<file path="src/rtl/ysyx_22050854_pkg.sv">
// ============================================================================
// Module      : ysyx_22050854_pkg
// Description : Shared constants and types for the NPC writeback path:
//               data width, register-index width and the writeback request
//               record carried from a requester into the write buffer.
// Revision    : 1.0 - initial release
// ============================================================================
`default_nettype none
`timescale 1ns/1ps

package ysyx_22050854_pkg;

  // Integer register file data width.
  localparam int XLEN     = 64;
  // Register-index width (x0..x31).
  localparam int REG_AW   = 5;
  // Number of architectural integer registers.
  localparam int NUM_REGS = 1 << REG_AW;

  // One writeback request: valid flag, destination register, result data.
  typedef struct packed {
    logic              valid;
    logic [REG_AW-1:0] rd;
    logic [XLEN-1:0]   data;
  } wb_req_t;

  // One-hot mask selecting register rd.
  function automatic logic [NUM_REGS-1:0] rd_onehot(input logic [REG_AW-1:0] rd);
    return NUM_REGS'(1) << rd;
  endfunction

endpackage

`default_nettype wire

</file>
<file path="src/rtl/ysyx_22050854_wb_scoreboard.sv">
// ============================================================================
// Module      : ysyx_22050854_wb_scoreboard
// Description : 32-entry pending-write scoreboard. One set port (decode issue)
//               and one clear port (register file write). A set and a clear
//               of the same register in one cycle leave the bit set, because
//               the newly issued write is still outstanding. Bit 0 (x0) is
//               never set.
// Revision    : 1.0 - initial release
// ============================================================================
`default_nettype none
`timescale 1ns/1ps

module ysyx_22050854_wb_scoreboard
  import ysyx_22050854_pkg::*;
(
  input  logic                clk,
  input  logic                rst,
  input  logic                set_en_i,
  input  logic [REG_AW-1:0]   set_idx_i,
  input  logic                clr_en_i,
  input  logic [REG_AW-1:0]   clr_idx_i,
  output logic [NUM_REGS-1:0] pending_o
);

  logic [NUM_REGS-1:0] pend_q;
  logic [NUM_REGS-1:0] pend_d;
  logic [NUM_REGS-1:0] set_mask;
  logic [NUM_REGS-1:0] clr_mask;

  // Next state: clear first, then OR in the set so that set wins on a tie.
  always_comb begin
    set_mask = set_en_i ? rd_onehot(set_idx_i) : '0;
    clr_mask = clr_en_i ? rd_onehot(clr_idx_i) : '0;
    pend_d   = (pend_q & ~clr_mask) | set_mask;
    pend_d[0] = 1'b0;
  end

  // Scoreboard register with synchronous reset.
  always_ff @(posedge clk) begin
    if (rst) begin
      pend_q <= '0;
    end else begin
      pend_q <= pend_d;
    end
  end

  assign pending_o = pend_q;

endmodule

`default_nettype wire

</file>
<file path="src/rtl/ysyx_22050854_wb_arbiter.sv">
// ============================================================================
// Module      : ysyx_22050854_wb_arbiter
// Description : Shares the single integer register file write port between
//               the EXU and LSU writeback requesters. LSU has fixed priority;
//               EXU is forced through after STARVE_LIMIT consecutive lost
//               cycles. The winner is captured in a one-stage write buffer
//               that drives the register file one cycle after the grant.
//               A pending-write scoreboard tracks in-flight destinations.
//               Optional bypass outputs: define YSYX_22050854_WB_FWD_EN.
// Revision    : 1.0 - initial release
// ============================================================================
`default_nettype none
`timescale 1ns/1ps

module ysyx_22050854_wb_arbiter
  import ysyx_22050854_pkg::*;
#(
  // Must match the package data width; the write buffer uses the package type.
  parameter int XLEN         = ysyx_22050854_pkg::XLEN,
  // Consecutive lost EXU cycles before EXU is forced to win (1..15).
  parameter int STARVE_LIMIT = 4
) (
  input  logic                clk,
  input  logic                rst,

  input  logic                exu_valid,
  output logic                exu_ready,
  input  logic [REG_AW-1:0]   exu_rd,
  input  logic [XLEN-1:0]     exu_data,

  input  logic                lsu_valid,
  output logic                lsu_ready,
  input  logic [REG_AW-1:0]   lsu_rd,
  input  logic [XLEN-1:0]     lsu_data,

  input  logic                issue_valid,
  input  logic [REG_AW-1:0]   issue_rd,

  output logic                rf_wen,
  output logic [REG_AW-1:0]   rf_waddr,
  output logic [XLEN-1:0]     rf_wdata,

`ifdef YSYX_22050854_WB_FWD_EN
  output logic                fwd_valid,
  output logic [REG_AW-1:0]   fwd_rd,
  output logic [XLEN-1:0]     fwd_data,
`endif

  output logic [NUM_REGS-1:0] pending
);

  localparam logic [3:0] STARVE_LIMIT_4B = 4'(STARVE_LIMIT);

  wb_req_t    exu_req;
  wb_req_t    lsu_req;
  wb_req_t    win_req;
  wb_req_t    wb_q;
  wb_req_t    wb_d;
  logic [3:0] starve_q;
  logic [3:0] starve_d;
  logic       exu_force;
  logic       exu_grant;
  logic       lsu_grant;
  logic       issue_set;

  assign exu_req = '{valid: exu_valid, rd: exu_rd, data: exu_data};
  assign lsu_req = '{valid: lsu_valid, rd: lsu_rd, data: lsu_data};

  // Grant selection: LSU first unless EXU has hit its starvation limit;
  // nothing is granted while reset is asserted.
  always_comb begin
    exu_force = (starve_q == STARVE_LIMIT_4B);
    exu_grant = 1'b0;
    lsu_grant = 1'b0;
    if (!rst) begin
      if (exu_req.valid && (!lsu_req.valid || exu_force)) begin
        exu_grant = 1'b1;
      end else if (lsu_req.valid) begin
        lsu_grant = 1'b1;
      end
    end
  end

  assign exu_ready = exu_grant;
  assign lsu_ready = lsu_grant;

  // Starvation counter: counts consecutive cycles EXU waits, saturating at
  // the limit so the force condition stays true until EXU is served.
  always_comb begin
    starve_d = starve_q;
    if (!exu_req.valid || exu_grant) begin
      starve_d = '0;
    end else if (starve_q != STARVE_LIMIT_4B) begin
      starve_d = starve_q + 4'd1;
    end
  end

  // Write buffer next state: load the winner on a grant; an x0 transfer is
  // accepted but does not raise the write enable. Address/data hold when idle.
  always_comb begin
    win_req    = exu_grant ? exu_req : lsu_req;
    wb_d       = wb_q;
    wb_d.valid = 1'b0;
    if (exu_grant || lsu_grant) begin
      wb_d.valid = (win_req.rd != '0);
      wb_d.rd    = win_req.rd;
      wb_d.data  = win_req.data;
    end
  end

  // Arbiter and write buffer state registers.
  always_ff @(posedge clk) begin
    if (rst) begin
      starve_q <= '0;
      wb_q     <= '0;
    end else begin
      starve_q <= starve_d;
      wb_q     <= wb_d;
    end
  end

  assign rf_wen   = wb_q.valid;
  assign rf_waddr = wb_q.rd;
  assign rf_wdata = wb_q.data;

`ifdef YSYX_22050854_WB_FWD_EN
  // Bypass view of the buffered write; valid already excludes x0.
  assign fwd_valid = wb_q.valid;
  assign fwd_rd    = wb_q.rd;
  assign fwd_data  = wb_q.data;
`endif

  assign issue_set = issue_valid && (issue_rd != '0);

  ysyx_22050854_wb_scoreboard u_scoreboard (
    .clk       (clk),
    .rst       (rst),
    .set_en_i  (issue_set),
    .set_idx_i (issue_rd),
    .clr_en_i  (wb_q.valid),
    .clr_idx_i (wb_q.rd),
    .pending_o (pending)
  );

endmodule

`default_nettype wire

</file>
<file path="config.mk">
export PLATFORM = sky130hd
export DESIGN_NAME = ysyx_22050854_wb_arbiter
export DESIGN_NICKNAME = d
export VERILOG_FILES = /design/src/rtl/ysyx_22050854_pkg.sv /design/src/rtl/ysyx_22050854_wb_scoreboard.sv /design/src/rtl/ysyx_22050854_wb_arbiter.sv
export SDC_FILE = /design/constraint.sdc
export NUM_CORES = 1
export LEC_CHECK = 0
export CAP_MARGIN = 20
export CORE_AREA = 2 2 125 127
export DETAILED_ROUTE_END_ITERATION = 10
export DIE_AREA = 0 0 127 129
export GPL_TIMING_DRIVEN = 0
export PLACE_DENSITY = 0.71
export SYNTH_ARGS = -nofsm -noshare
export SYNTH_HDL_FRONTEND = slang
export SYNTH_SLANG_ARGS = --single-unit
</file>
<file path="constraint.sdc">
create_clock -name clk -period 3 [get_ports clk]
set_input_delay 0.6 -clock clk [delete_from_list [all_inputs] [get_ports clk]]
set_output_delay 0.6 -clock clk [all_outputs]
set_load 0.02 [all_outputs]
</file>
---- Word-level counts from Yosys, hierarchy flattened ----
Cells that the tools add are included.
storage, ports and cells
  register bits ........................... 106
  input port bits ......................... 148
  output and inout bits ................... 104
  word-level logic and storage cells ...... 34
operators by class
  $add $sub $neg .......................... 1
  eq/ne operators ......................... 2
  shifts and indexed selects .............. 2
  mux-type cells .......................... 8
  bitwise gates (word level) .............. 4
  reductions and logical operators ........ 11
operators by type and width
  kind                                                 number
  2-to-1 mux 69 bit                                    1
  2-to-1 mux 32 bit                                    2
  << shifter 1 x 5 -> 32 bit, first input constant     2
  AND 32 bit                                           1
  NOT 32 bit                                           1
  bitwise OR 32 bit                                    1
  nonzero test 5 bit                                   2
  2-to-1 mux 1 bit                                     5
  adder 4 x 1 -> 4 bit, second input constant          1
  equality test 4 x 3 -> 1 bit, second input constant  1
  != test 4 x 3 -> 1 bit, second input constant        1
  OR reduction 2 bit                                   2
  logical OR 1 bit                                     3
  logical AND 1 bit                                    2
  logical NOT 1 bit                                    2
  NOT 1 bit                                            1

---- Logic depth before layout (Yosys ltp) ----
  word-level depth ........................ 8
  depth in mapped cells ................... 7
  depth with buffers taken out ............ 5

---- Cells and area by module ----
Synthesis repeated with hierarchy kept, for this count alone.
unflattened totals
  cells, all modules ...................... 657
  area total of the unflattened synthesis .. 5753.0 µm²
modules (own cells, without submodules)
  module                       instances  cells an instance  area each (µm²)  sequential area each (µm²)
  ysyx_22050854_wb_arbiter     1          513                4425.5           1481.4
  ysyx_22050854_wb_scoreboard  1          144                1327.5           620.6

---- Least setup slack after synthesis ----
OpenSTA, ideal clock, no wires.
  kind .................................... input-to-output
  from .................................... input port lsu_valid
  to ...................................... output port lsu_ready
  arrival ................................. 1466 ps
  required time ........................... 2400 ps
  setup slack ............................. 934 ps
  cell stages on the path ................. 5
  buffers on the path ..................... 3
  cell sequence ........................... buf_2 -> nand2b_1 -> buf_4 -> buf_2 -> a21oi_1
on the way
  cells in the longest elaborated chain, start to end .. 5
  elaborated cells between the ends (all ways) .. 6
  classes of those cells .................. mux (3); reduce/logical (3)
ends and longest elaborated chain
  element             line                            text
  start, declared     ysyx_22050854_wb_arbiter.sv:31  input logic lsu_valid,
  logical NOT 1 bit   ysyx_22050854_wb_arbiter.sv:76  if (exu_req.valid && (!lsu_req.valid || exu_force)) begin
  logical OR 1 bit    ysyx_22050854_wb_arbiter.sv:76
  logical AND 1 bit   ysyx_22050854_wb_arbiter.sv:76
  2-to-1 mux 1 bit *  ysyx_22050854_wb_arbiter.sv:76
  2-to-1 mux 1 bit *  ysyx_22050854_wb_arbiter.sv:75  if (!rst) begin
  end, declared       ysyx_22050854_wb_arbiter.sv:32  output logic lsu_ready,
Mark *: on every way between the ends. The rest lies on a longest branch, timed or not.

---- Worst setup path in the final report ----
Ends and elaborated chain as after synthesis.

==> key figures <==
Worst setup path
  – CP required: ~2400 ps
  – Worst EP arrival: roughly 2300 ps
  – Delay-heaviest family, CP: buffers and inverters
  – Cell breakdown of the critical path: clkdlybuf4s50_1 -> clkbuf_4 -> nand2b_1 -> buf_4 -> buf_2 -> a21oi_1 -> dlygate4sd2_1
  – Number of buffers and inverters on the critical path: 5
  – Critical path peak fanout: 10
  – CP max stage cell: clkdlybuf4s50_1
  – Setup crit start kind: primary input
  – Crit path largest cell delay: approximately 470 ps
  – CP Capture Type: primary output
  – Type of the worst setup path: primary input to primary output

Placement
  – Final Wtd Congestion: around 0.84
  – Dpl cells: 1103
  – PortBufs: between 200 and 250
  – Post-DP HPWL: between 10 and 15 mm
  – Dpl cell area: 8450 sq um
  – Place WS: -181 ps

Power and ir drop
  – Int Pwr: around 0.0026 W
  – Comb pwr share: 0.253
  – Pwr per Cell Area: between 400 and 500 nW/um^2
  – Switching Share: 0.293
  – Switch Pwr: 0.00110 W
  – Part of the power in registers: 0.411
  – Peak supply drop: approximately 0.26 mV
  – Clock power share: 0.336
  – P_leak: slightly above 3 nW

CTS
  – # hold bufs at CTS: 0
  – Num CTS Buffers: 9
  – Clock transition at path regs: 80 ps
  – Worst skew pair latency: ~360 ps
  – Longest Clk Path Bufs: 2
  – CTS tree: yes
  – CTS Sinks: approximately 110
  – CTS root buffer: clkbuf_16
  – Htree depth: 3
  – Post-CTS setup buffer count: 0

Final layout
  – Layout Area Growth over Synthesis: 53.1%
  – Nets@finish: around 1.1k
  – Final Cell Area: between 8000 and 9000 sq um
  – Share of cells above drive strength 1: 0.161
  – Final std cells w/o fill: 1120
  – FILL cells: ~1.4k

Route
  – DRC: 0
  – Final wirelength: 21.1 mm
  – Vias/cell: a little under 6
  – DRT Pass-1 Iters: 5
  – Iteration-0 DRC Markers: 443
  – Routed len/inst: roughly 19 microns
  – Final ANT Viol Nets: 0
  – Via Count: approximately 6.5k

Logic synthesis
  – Syn nets: ~820
  – Area contributors post-synth: dfxtp_1, mux2_2, nor3_1, o22ai_1, nor4_1
  – Ys async rst share: 0
  – Post-synth design cell area: about 5700 sq um
  – Post-synth top flop: dfxtp_1
  – Warnings from Yosys: 0
  – Syn_area_per_cell: around 8.6 sq um
  – Cell variety after synth: 39
  – Cell count after synthesis: around 670
  – EDFF count, synth: 0
  – Yosys top cell area share: 0.368
  – Dominant cell type by area after synthesis: dfxtp_1
  – Flop and latch count out of synthesis: about 110
  – Sequential share of the synthesized area: 0.368

Worst hold path
  – Worst hold path type: flop to flop

STA
  – Max frequency: roughly 350 MHz
  – Fin. max-slew vios: 0
  – Slew headroom: 0.563
  – Slew @ Worst Pin: between 600 and 700 ps
  – RSZ-0062 raised after global routing: no
  – Final worst path period share: 0.953
  – Setup WS post-layout: between 100 and 150 ps
  – Clk_skew: 11.0 ps
  – Final Hold Viols: 0
  – Final setup fails: 0
  – Final min period: roughly 2900 ps

Global route
  – Global Route Usage Sum: 0.250
  – Vias in the first global route: ~6.3k
  – GRT overflow: 0
  – Largest net degree at the start of global routing: 19
  – Global-route wire length before repair: ~33 mm
  – Initial antenna violation count: 2

Run
  – Max cap viols: 0

Floorplan
  – Effective utilization at floorplan: 0.382
  – Die X: roughly 130 microns
  – Core area: approximately 15000 sq um
  – Row count: 45
  – Die height: approximately 130 microns
  – Die footprint: 16400 sq um
  – Ports: 252

Run status
  – Outcome: complete, no violations
==> final cells by class <==
class / instances / area (sq um) / share of cell area
Buffer: 69 / 392 / 0.0447
Multi-Input combinational cell: 488 / 3210 / 0.367
Tap cell: 188 / 235 / 0.0269
Antenna cell: 1 / 2.50 / 0.000286
Inverter: 4 / 15.0 / 0.00172
Clock buffer: 9 / 225 / 0.0257
Timing Repair Buffer: 249 / 2490 / 0.285
Sequential cell: 105 / 2100 / 0.240
Clock inverter: 7 / 76.3 / 0.00872
==> flip-flops by register name (all words and copies together), names as in the netlist <==
signal,cells
rf_wen,1
rf_waddr,5
rf_wdata,64
u_scoreboard.pending_o,31
starve_q,4
==> synthesized netlist by cell type, drive strengths merged, types with 2 or more instances <==
cell,count
a21oi,34
and4b,3
and4bb,3
buf,59
clkbuf,10
dfxtp,105
ha,2
inv,4
mux2,69
nand2,27
nand2b,5
nand3,2
nand3b,3
nand4,2
nand4b,4
nand4bb,3
nor2,6
nor2b,3
nor3,140
nor4,69
o21ai,31
o22ai,69
==> layer usage <==
| metal | wire length, microns | GRT usage | up-vias |
|---|---|---|---|
| met3 | 1850 | 0.0840 | 31 |
| met1 | 8900 | 0.316 | 3056 |
| met2 | 10000 | 0.409 | 298 |
| li1 | - | - | 3087 |
| met4 | 325 | 0.0737 | 0 |
| met5 | 0 | 0 | - |
==> placed cells by master, fill, tap and decap left out, drive strengths merged, types with 4 or more instances in the layout <==
cell type / count
nand2b: 5
nor4: 69
clkbuf: 20
a21oi: 34
nor3: 140
buf: 58
dfxtp: 105
nand2: 27
clkdlybuf4s50: 247
mux2: 69
nand4b: 4
nor2: 6
o21ai: 31
o22ai: 69
inv: 7
==> power by group through the flow <==
stage          registers [W]  clock network (W)  logic [W]
5_1_grt              0.00155            0.00134    0.00101
4_1_cts              0.00154            0.00129   0.000945
6_report             0.00154            0.00125   0.000947
3_5_place_dp         0.00157                  0   0.000940
2_1_floorplan        0.00166                  0   0.000348
3_3_place_gp         0.00157                  0   0.000935
==> metrics by stage <==
| stage | util | power, W | hold WS (ps) | TNS, ps |
|---|---|---|---|---|
| final | 0.585 | 0.00374 | 466 | 0 |
| after global routing | 0.584 | 0.00389 | 499 | 0 |
| after CTS | 0.584 | 0.00377 | 469 | 0 |
| after detailed placement | 0.564 | 0.00251 | 449 | -273 |
| after global placement | 0.564 | 0.00250 | 447 | -284 |
| after floorplan | - | 0.00201 | 430 | 0 |
==> worst reg2reg max path, stage by stage (launching register included) <==
cell and delay, ps:
dfxtp_1 380, inv_1 60, ha_1 220, nand3b_1 80, buf_2 240, buf_2 280, nor3_1 70, nor4_1 300
==> path summary, 6_finish.rpt <==
check                           slack [ps]  cells past startpoint                  endpoint                      from
worst max-delay path                   140                      7                 lsu_ready                 lsu_valid
worst min-delay path                   470                      1  starve_q[0]$_SDFFE_PP0N_  starve_q[0]$_SDFFE_PP0N_
worst max register to register        1260                      7  rf_wdata[9]$_SDFFE_PP0P_  starve_q[0]$_SDFFE_PP0N_
worst min register to register         470                      1  starve_q[0]$_SDFFE_PP0N_  starve_q[0]$_SDFFE_PP0N_
==> logic make-up after synthesis <==
group	after synthesis	synth area share
other	1	0.000656
buffers and inverters	73	0.0705
AO/OA/AOI/OAI	136	0.136
AND/OR/NAND/NOR	278	0.282
adder cells (fa/ha/maj)	2	0.00438
flip-flops	105	0.368
XOR/XNOR	1	0.00153
multiplexers	70	0.138
==> what timing repair did <==
| item | in CTS | in global routing |
|---|---|---|
| endpoints found under the setup margin | 2 | 2 |
| gates resized for setup | 2 | 2 |
| pin swaps | 0 | 0 |
(Power assumes the default switching activity.)
